==> src/rtl/ldtu_ham_tx_fifo_if.sv <==
// Handshake/bus bundle for the LiTe-DTU Hamming TX FIFO.
// LDTU_HAM_FIFO_ERR_INJ_EN adds the inject_pos upset-injection field.
interface ldtu_ham_tx_fifo_if #(
  parameter int Nbits_32  = 32,
  parameter int Nbits_ham = 38,
  parameter int ADDR_W    = 3
);
  logic                 write_en;
  logic [Nbits_32-1:0]  data_in;
  logic                 read_en;
`ifdef LDTU_HAM_FIFO_ERR_INJ_EN
  logic [5:0]           inject_pos;
`endif
  logic [Nbits_ham-1:0] data_ham_out;
  logic                 decode_signal;
  logic                 full;
  logic                 empty;
  logic [ADDR_W:0]      fill_level;
  logic [7:0]           overflow_cnt;

`ifdef LDTU_HAM_FIFO_ERR_INJ_EN
  modport master (output write_en, data_in, read_en, inject_pos,
                  input  data_ham_out, decode_signal, full, empty, fill_level, overflow_cnt);
  modport slave  (input  write_en, data_in, read_en, inject_pos,
                  output data_ham_out, decode_signal, full, empty, fill_level, overflow_cnt);
`else
  modport master (output write_en, data_in, read_en,
                  input  data_ham_out, decode_signal, full, empty, fill_level, overflow_cnt);
  modport slave  (input  write_en, data_in, read_en,
                  output data_ham_out, decode_signal, full, empty, fill_level, overflow_cnt);
`endif
endinterface

==> src/rtl/ldtu_ham_tx_fifo.sv <==
// LiTe-DTU output FIFO write side: Hamming(38,32) encode, circular store, strobed readout.
// Define LDTU_HAM_FIFO_ERR_INJ_EN to enable single-bit upset injection on write.
module ldtu_ham_tx_fifo #(
  parameter int Nbits_32   = 32,
  parameter int Nbits_ham  = 38,
  parameter int FIFO_DEPTH = 8,
  parameter int ADDR_W     = 3
) (
  input  logic             CLK_i,
  input  logic             reset_i,
  ldtu_ham_tx_fifo_if.slave bus
);

  localparam logic [ADDR_W:0] DEPTH_L = (ADDR_W+1)'(FIFO_DEPTH);

  logic [Nbits_ham-1:0] mem_q [FIFO_DEPTH];
  logic [ADDR_W-1:0]    wr_ptr_q, wr_ptr_d, rd_ptr_q, rd_ptr_d;
  logic [ADDR_W:0]      fill_q, fill_d;
  logic [7:0]           ovf_q, ovf_d;
  logic [Nbits_ham-1:0] dout_q, dout_d;
  logic                 dec_q, dec_d;
  logic                 full, empty, rd_acc, wr_acc;
  logic [Nbits_ham-1:0] cw, wr_word;
  logic [5:0]           par;

  // Position of index i is i+1; parity slots are still zero while the XORs are taken
  always_comb begin
    cw = '0;
    cw[2]     = bus.data_in[0];
    cw[6:4]   = bus.data_in[3:1];
    cw[14:8]  = bus.data_in[10:4];
    cw[30:16] = bus.data_in[25:11];
    cw[37:32] = bus.data_in[31:26];
    par = '0;
    for (int i = 0; i < Nbits_ham; i++) begin
      for (int k = 0; k < 6; k++) begin
        if ((((i + 1) >> k) & 1) == 1) par[k] = par[k] ^ cw[i];
      end
    end
    cw[0]  = par[0];
    cw[1]  = par[1];
    cw[3]  = par[2];
    cw[7]  = par[3];
    cw[15] = par[4];
    cw[31] = par[5];
  end

`ifdef LDTU_HAM_FIFO_ERR_INJ_EN
  logic [Nbits_ham-1:0] inj_mask;
  always_comb begin
    inj_mask = '0;
    if (bus.inject_pos != 6'd0 && bus.inject_pos <= 6'd38)
      inj_mask = Nbits_ham'(1) << (bus.inject_pos - 6'd1);
  end
  assign wr_word = cw ^ inj_mask;
`else
  assign wr_word = cw;
`endif

  assign full   = (fill_q == DEPTH_L);
  assign empty  = (fill_q == '0);
  assign rd_acc = bus.read_en && !empty;
  assign wr_acc = bus.write_en && (!full || rd_acc);

  always_comb begin
    wr_ptr_d = wr_acc ? wr_ptr_q + 1'b1 : wr_ptr_q;
    rd_ptr_d = rd_acc ? rd_ptr_q + 1'b1 : rd_ptr_q;
    fill_d   = fill_q;
    case ({wr_acc, rd_acc})
      2'b10:   fill_d = fill_q + 1'b1;
      2'b01:   fill_d = fill_q - 1'b1;
      default: fill_d = fill_q;
    endcase
    ovf_d = ovf_q;
    if (bus.write_en && !wr_acc && ovf_q != 8'hFF) ovf_d = ovf_q + 8'd1;
    dout_d = rd_acc ? mem_q[rd_ptr_q] : dout_q;
    dec_d  = rd_acc;
  end

  always_ff @(posedge CLK_i or posedge reset_i) begin
    if (reset_i) begin
      wr_ptr_q <= '0;
      rd_ptr_q <= '0;
      fill_q   <= '0;
      ovf_q    <= '0;
      dout_q   <= '0;
      dec_q    <= 1'b0;
    end else begin
      wr_ptr_q <= wr_ptr_d;
      rd_ptr_q <= rd_ptr_d;
      fill_q   <= fill_d;
      ovf_q    <= ovf_d;
      dout_q   <= dout_d;
      dec_q    <= dec_d;
    end
  end

  // Storage is deliberately not reset; stale entries are unreachable via the pointers
  always_ff @(posedge CLK_i) begin
    if (wr_acc) mem_q[wr_ptr_q] <= wr_word;
  end

  assign bus.data_ham_out  = dout_q;
  assign bus.decode_signal = dec_q;
  assign bus.full          = full;
  assign bus.empty         = empty;
  assign bus.fill_level    = fill_q;
  assign bus.overflow_cnt  = ovf_q;

endmodule

==> src/flat_wrapper.sv <==
// flat-port wrapper written by rule: the top's interface ports become plain ports
module ldtu_ham_tx_fifo_flat 
#(
  parameter int Nbits_32   = 32,
  parameter int Nbits_ham  = 38,
  parameter int FIFO_DEPTH = 8,
  parameter int ADDR_W     = 3
)
  (CLK_i, reset_i, bus_write_en, bus_data_in, bus_read_en, bus_data_ham_out, bus_decode_signal, bus_full, bus_empty, bus_fill_level, bus_overflow_cnt);
  ldtu_ham_tx_fifo_if #(.Nbits_32(Nbits_32), .Nbits_ham(Nbits_ham), .ADDR_W(ADDR_W)) bus_i ();
  input  logic CLK_i;
  input  logic reset_i;
  input wire logic [$bits(bus_i.write_en)-1:0] bus_write_en;
  input wire logic [$bits(bus_i.data_in)-1:0] bus_data_in;
  input wire logic [$bits(bus_i.read_en)-1:0] bus_read_en;
  output wire logic [$bits(bus_i.data_ham_out)-1:0] bus_data_ham_out;
  output wire logic [$bits(bus_i.decode_signal)-1:0] bus_decode_signal;
  output wire logic [$bits(bus_i.full)-1:0] bus_full;
  output wire logic [$bits(bus_i.empty)-1:0] bus_empty;
  output wire logic [$bits(bus_i.fill_level)-1:0] bus_fill_level;
  output wire logic [$bits(bus_i.overflow_cnt)-1:0] bus_overflow_cnt;
  assign bus_i.write_en = bus_write_en;
  assign bus_i.data_in = bus_data_in;
  assign bus_i.read_en = bus_read_en;
  assign bus_data_ham_out = bus_i.data_ham_out;
  assign bus_decode_signal = bus_i.decode_signal;
  assign bus_full = bus_i.full;
  assign bus_empty = bus_i.empty;
  assign bus_fill_level = bus_i.fill_level;
  assign bus_overflow_cnt = bus_i.overflow_cnt;
  ldtu_ham_tx_fifo #(.Nbits_32(Nbits_32), .Nbits_ham(Nbits_ham), .FIFO_DEPTH(FIFO_DEPTH), .ADDR_W(ADDR_W)) u_core (.CLK_i(CLK_i), .reset_i(reset_i), .bus(bus_i));
endmodule
==> config.mk <==
export PLATFORM = sky130hd
export DESIGN_NAME = ldtu_ham_tx_fifo_flat
export DESIGN_NICKNAME = d
export VERILOG_FILES = /design/src/rtl/ldtu_ham_tx_fifo_if.sv /design/src/rtl/ldtu_ham_tx_fifo.sv /design/src/flat_wrapper.sv
export SDC_FILE = /design/constraint.sdc
export NUM_CORES = 1
export LEC_CHECK = 0
export CAP_MARGIN = 25
export CORE_UTILIZATION = 55
export CTS_CLUSTER_SIZE = 30
export DETAILED_ROUTE_END_ITERATION = 8
export PLACE_DENSITY = 0.75
export SLEW_MARGIN = 20
export SYNTH_ARGS = -nofsm -noshare
export SYNTH_HDL_FRONTEND = slang
export SYNTH_SLANG_ARGS = --single-unit
==> constraint.sdc <==
create_clock -name CLK_i -period 12.8 [get_ports CLK_i]
set_clock_uncertainty 0.1 [all_clocks]
set_input_delay 2.56 -clock CLK_i [delete_from_list [all_inputs] [get_ports CLK_i]]
set_output_delay 2.56 -clock CLK_i [all_outputs]
set_load 0.01 [all_outputs]
-- Yosys cells after proc, flatten, opt, wreduce, memory -nomap -nowiden
Memory sizes are Yosys's and may differ from the RTL's. A register that Yosys moved wholly into a read port is not among the register bits.
Cells that the tools add are included.
- input port bits: 36
- flip-flop bits (word level): 19
- memories: 1
- output and inout bits: 53
- word-level logic and storage cells: 112
- RAM bits: 304
- memory bits (read-only): 0
- latch bits: 0
- memories (name ; depth ; bits a word ; rd ports ; clocked after Yosys merged registers in ; wr ports ; RTL line ; text):
    u_core.mem_q ; 8 ; 38 ; 1 ; 1 ; 1 ; ldtu_ham_tx_fifo.sv:16 ; logic [Nbits_ham-1:0] mem_q [FIFO_DEPTH];
- shift operators: 0
- order comparisons: 0
- reduce and logical (&&, ||, !) cells: 10
- eq/ne operators: 4
- multiplexer cells: 3
- $add $sub $neg: 5
- divide/modulo/power cells: 0
- multiply operators: 0
- bitwise operators: 84
- operators with widths (operator ; number):
    XOR 1 bit ; 84
    adder 8 x 1 -> 8 bit, second input constant ; 1
    inequality test 8 bit, second input constant ; 1
    one-hot mux 4 bit (2 select lines) ; 1
    adder 3 x 1 -> 3 bit, second input constant ; 2
    adder 4 x 1 -> 4 bit, second input constant ; 1
    equality test 4 bit, second input constant ; 1
    logical AND 1 bit ; 4
    zero test 4 bit ; 1
    subtractor 4 x 1 -> 4 bit, second input constant ; 1
    zero test 1 bit ; 3
    equality test 2 x 1 -> 1 bit, second input constant ; 1
    equality test 2 bit, second input constant ; 1
    2-to-1 mux 1 bit ; 2
    nonzero test 2 bit ; 1
    logical OR 1 bit ; 1

-- Logic depth before layout (Yosys ltp)
- depth in word-level cells: 17
- mapped depth: 9
- depth with buffers taken out: 8

-- Least setup slack after synthesis
No wires, ideal clock.
- path kind: input port to flip-flop
- from: input port bus_read_en
- to: memory u_core.mem_q[0][0], enable pin
- buffers on the path: 1
- setup time: 0.480 ns
- data arrival time: 5.780 ns
- setup slack: 6.440 ns
- required time: 12.220 ns
- stages: 4
- cells stage by stage: clkbuf_1 > o21a_1 > nand2b_1 > nor3_1
- longest elaborated chain between the ends: 5
- RTL lines (item ; RTL line ; text):
    start, declared ; flat_wrapper.sv:15 ; input wire logic [$bits(bus_i.read_en)-1:0] bus_read_en;
    logical AND 1 bit ; ldtu_ham_tx_fifo.sv:62 ; assign rd_acc = bus.read_en && !empty;
    logical OR 1 bit ; ldtu_ham_tx_fifo.sv:63 ; assign wr_acc = bus.write_en && (!full || rd_acc);
    logical AND 1 bit ; ldtu_ham_tx_fifo.sv:63 ;
    2-to-1 mux 1 bit ; ldtu_ham_tx_fifo.sv:100 ; if (wr_acc) mem_q[wr_ptr_q] <= wr_word;
    2-to-1 mux 1 bit (implied by the code) ; ldtu_ham_tx_fifo.sv:100 ;
    end, declared ; ldtu_ham_tx_fifo.sv:16 ;
Every way passes these cells.

-- Final worst setup path
- from: register u_core.fill_q[0], in the netlist u_core.bus.fill_level[0]
- to: output port bus_full
- longest elaborated chain between the ends: 1
- RTL lines (item ; RTL line ; text):
    start, declared ; ldtu_ham_tx_fifo.sv:18 ; logic [ADDR_W:0] fill_q, fill_d;
    start signal, assigned ; ldtu_ham_tx_fifo.sv:91 ; fill_q <= fill_d;
    equality test 4 bit ; ldtu_ham_tx_fifo.sv:60 ; assign full = (fill_q == DEPTH_L);
    end, declared ; flat_wrapper.sv:18 ; output wire logic [$bits(bus_i.full)-1:0] bus_full;
Every way passes these cells.

==> flow_metrics.tcl <==
set metrics [dict create \
    ys_seq_area_frac 0.7404 \
    io_buffers 88 \
    p_leak_nw 5.806 \
    hold_path_depth 2 \
    dp_cells 1123 \
    synth_area_leaders "edfxtp_1 (64%), mux4_2 (12%), dfrtp_1 (10%)" \
    maxCapViolations 0 \
    setup_viol 0 \
    vdd_drop_max_uv 153.0 \
    critical-path-top-delay-family "buffers and inverters" \
    via_count 6931 \
    grt_usage 0.2189 \
    timing.hold.ws_ns 0.3774 \
    crit_buf_inv 2 \
    diodes 0 \
    path_clk_slew_ns 0.06 \
    worstSetupEndpointType "output port" \
    synthesis.area_um2 14260 \
    regToRegEndpoint "u_core.bus.data_ham_out[1]" \
    outcome "completed" \
    cp.arrival_ns 2.23 \
    powerDensity_nw_per_um2 223.9 \
    nets 874 \
    vias_per_cell 5.819 \
    grt_pass1_vias 7293 \
    tightestPinTransition_ns 0.9626 \
    yosysTopAreaCell "edfxtp_1" \
    clock-sinks 361 \
    grt_max_degree 81 \
    initial_core_util 0.5629 \
    final_layout_size_suffix_gt1_frac 0.1940 \
    cts_max_level 2 \
    total_power_mw 3.763 \
    ys_ff_latch 361 \
    ioPinCount 89 \
    cts_tree "built" \
    worst_ep_required_time_ns 10.14 \
    synthCells 724 \
    timing.final.max_slew_violations 0 \
    syn_nets 766 \
    dpl.hpwl_mm 15.19 \
    yosys-top-cells-count "edfxtp_1 (304), mux4_2 (76), dfrtp_1 (57)" \
    tns_ns 0 \
    ant_nets 0 \
    drt-pass1-iter-count 4 \
    grt-ovfl-total 0 \
    area_growth_pct 17.90 \
    timing.rr.start "u_core.rd_ptr_q[0]" \
    drc 0 \
    crit_type "reg2out" \
    cts_root_buffer "clkbuf_16" \
    synth-edff-count 304 \
    place_congestion 0.8046 \
    cts_hold_buf 0 \
    clk_latency_ns 0.51 \
    final_util 0.6636 \
    die_w_um 163.0 \
    drtIter0Drc 491 \
    cts_setup_buffers 0 \
    fmax_mhz 204.6 \
    synth_async_sr_flop_share 0.1579 \
    grt_first_pass_wirelength_mm 42.72 \
    ff2ff_path_depth 4 \
    rsz0062_at_grt "no" \
    clock_path_buffers 3 \
    final_cells 1191 \
    min_to "u_core.bus.data_ham_out[10]" \
    hold_start "u_core.bus.data_ham_out[10]" \
    worstPathCellList "or4b_4, inv_1, clkdlybuf4s50_1" \
    hp-class "reg2reg" \
    maxSlewHeadroom 0.3583 \
    critPathMaxFanout 6 \
    ys_types 39 \
    antenna_found_initial 0 \
    die_y_um 163.0 \
    fp.coreArea_um2 25330 \
    avgRoutedWirePerCell_um 23.10 \
    hold_viol 0 \
    synth.most_common_cell "edfxtp_1" \
    postSynthAreaPerCell_um2 19.69 \
    yosys_warnings 0 \
    crit_path_max_incr_delay_ns 0.62 \
    finalWirelength_mm 27.51 \
    yosysTopAreaCellShare 0.6403 \
    rrSetupSlack_ns 9.79 \
    min_period_over_period 0.3819 \
    layout_min_cycle_time_ns 4.888 \
    crit_slowest_cell "or4b_4" \
    cts_inserted_buffers 37 \
    startpoint_type "register" \
    synthFlopType "edfxtp_1" \
    dieArea_um2 26570 \
    cts_resized 0 \
    fp-row-count 58 \
]
worst min-delay path: stages, from the launching register on:
cell and delay, ns:
dfrtp_1 0.34, nand2_1 0.05, o21ai_0 0.06
layer usage:
layer	share of wire	up-vias	track usage	wire length [µm]
li1	-	3070	-	-
met1	0.43	3611	0.3011	11860
met2	0.50	206	0.3648	13880
met3	0.045	44	0.03463	1242
met4	0.019	0	0.06500	524
met5	0	-	0	0
cell type report:
class | count | area (µm²)
Tap cell | 330 | 412.9
Clock inverter | 14 | 151.4
Inverter | 8 | 30.03
Clock buffer | 54 | 1072
Timing Repair Buffer | 102 | 985.9
Multi-Input combinational cell | 322 | 3593
Sequential cell | 361 | 10560
Fill cell | 1636 | 8519
logic make-up (layout without fill, tap and decap cells):
group	Yosys count	in the layout	share of synthesized area
flops	361	361	0.7404
mux	120	120	0.1512
simple gates	84	84	0.02747
xor+xnor	64	64	0.04415
compound gates	48	48	0.01878
buf+inv	41	178	0.01220
fa+ha+maj	6	6	0.005793
how the worst max path moves through the flow:
| stage | depth (start not counted) | startpoint | end |
|---|---|---|---|
| 2_1_floorplan | 4 | bus_read_en | u_core.mem_q[0][0] |
| 3_3_place_gp | 5 | bus_data_in[10] | u_core.mem_q[0][7] |
| 3_5_place_dp | 5 | bus_data_in[10] | u_core.mem_q[0][7] |
| 4_1_cts | 3 | u_core.bus.fill_level[0] | bus_full |
| 5_1_grt | 3 | u_core.bus.fill_level[0] | bus_full |
| 6_report | 3 | u_core.bus.fill_level[0] | bus_full |
registers in the layout, summed over array words and instances (netlist names):
| signal | flops |
|---|---|
| u_core.rd_ptr_q | 3 |
| u_core.bus.data_ham_out | 38 |
| u_core.bus.overflow_cnt | 8 |
| u_core.bus.fill_level | 4 |
| u_core.mem_q | 304 |
| u_core.wr_ptr_q | 3 |
| u_core.bus.decode_signal | 1 |
stage by stage:
stage / setup WS [ns] / cell area, µm²
5_1_grt: 7.834 / 16810
4_1_cts: 7.885 / 16810
3_5_place_dp: 7.742 / 15580
6_report: 7.912 / 16810
2_1_floorplan: 6.440 / 14260
3_3_place_gp: 7.840 / 15580
placed cells by master, fill, tap and decap left out, types with 5 or more instances in the layout:
cell type / n
ha_1: 5
mux4_2: 76
edfxtp_1: 304
clkbuf_1: 11
xor2_1: 14
xnor3_1: 5
o21ai_0: 40
nor2_4: 6
clkinv_2: 8
mux2i_1: 41
clkdlybuf4s50_1: 88
dfrtp_1: 54
nand2_1: 50
nor2_1: 6
xnor2_1: 45
clkbuf_16: 39
buf_4: 14
inv_1: 7
power breakdown:
part	total, mW	internal [mW]	switching [mW]
clock network	1.06	0.645	0.418
registers	1.70	1.53	0.165
logic	1.00	0.524	0.477
(Power assumes the default switching activity.)
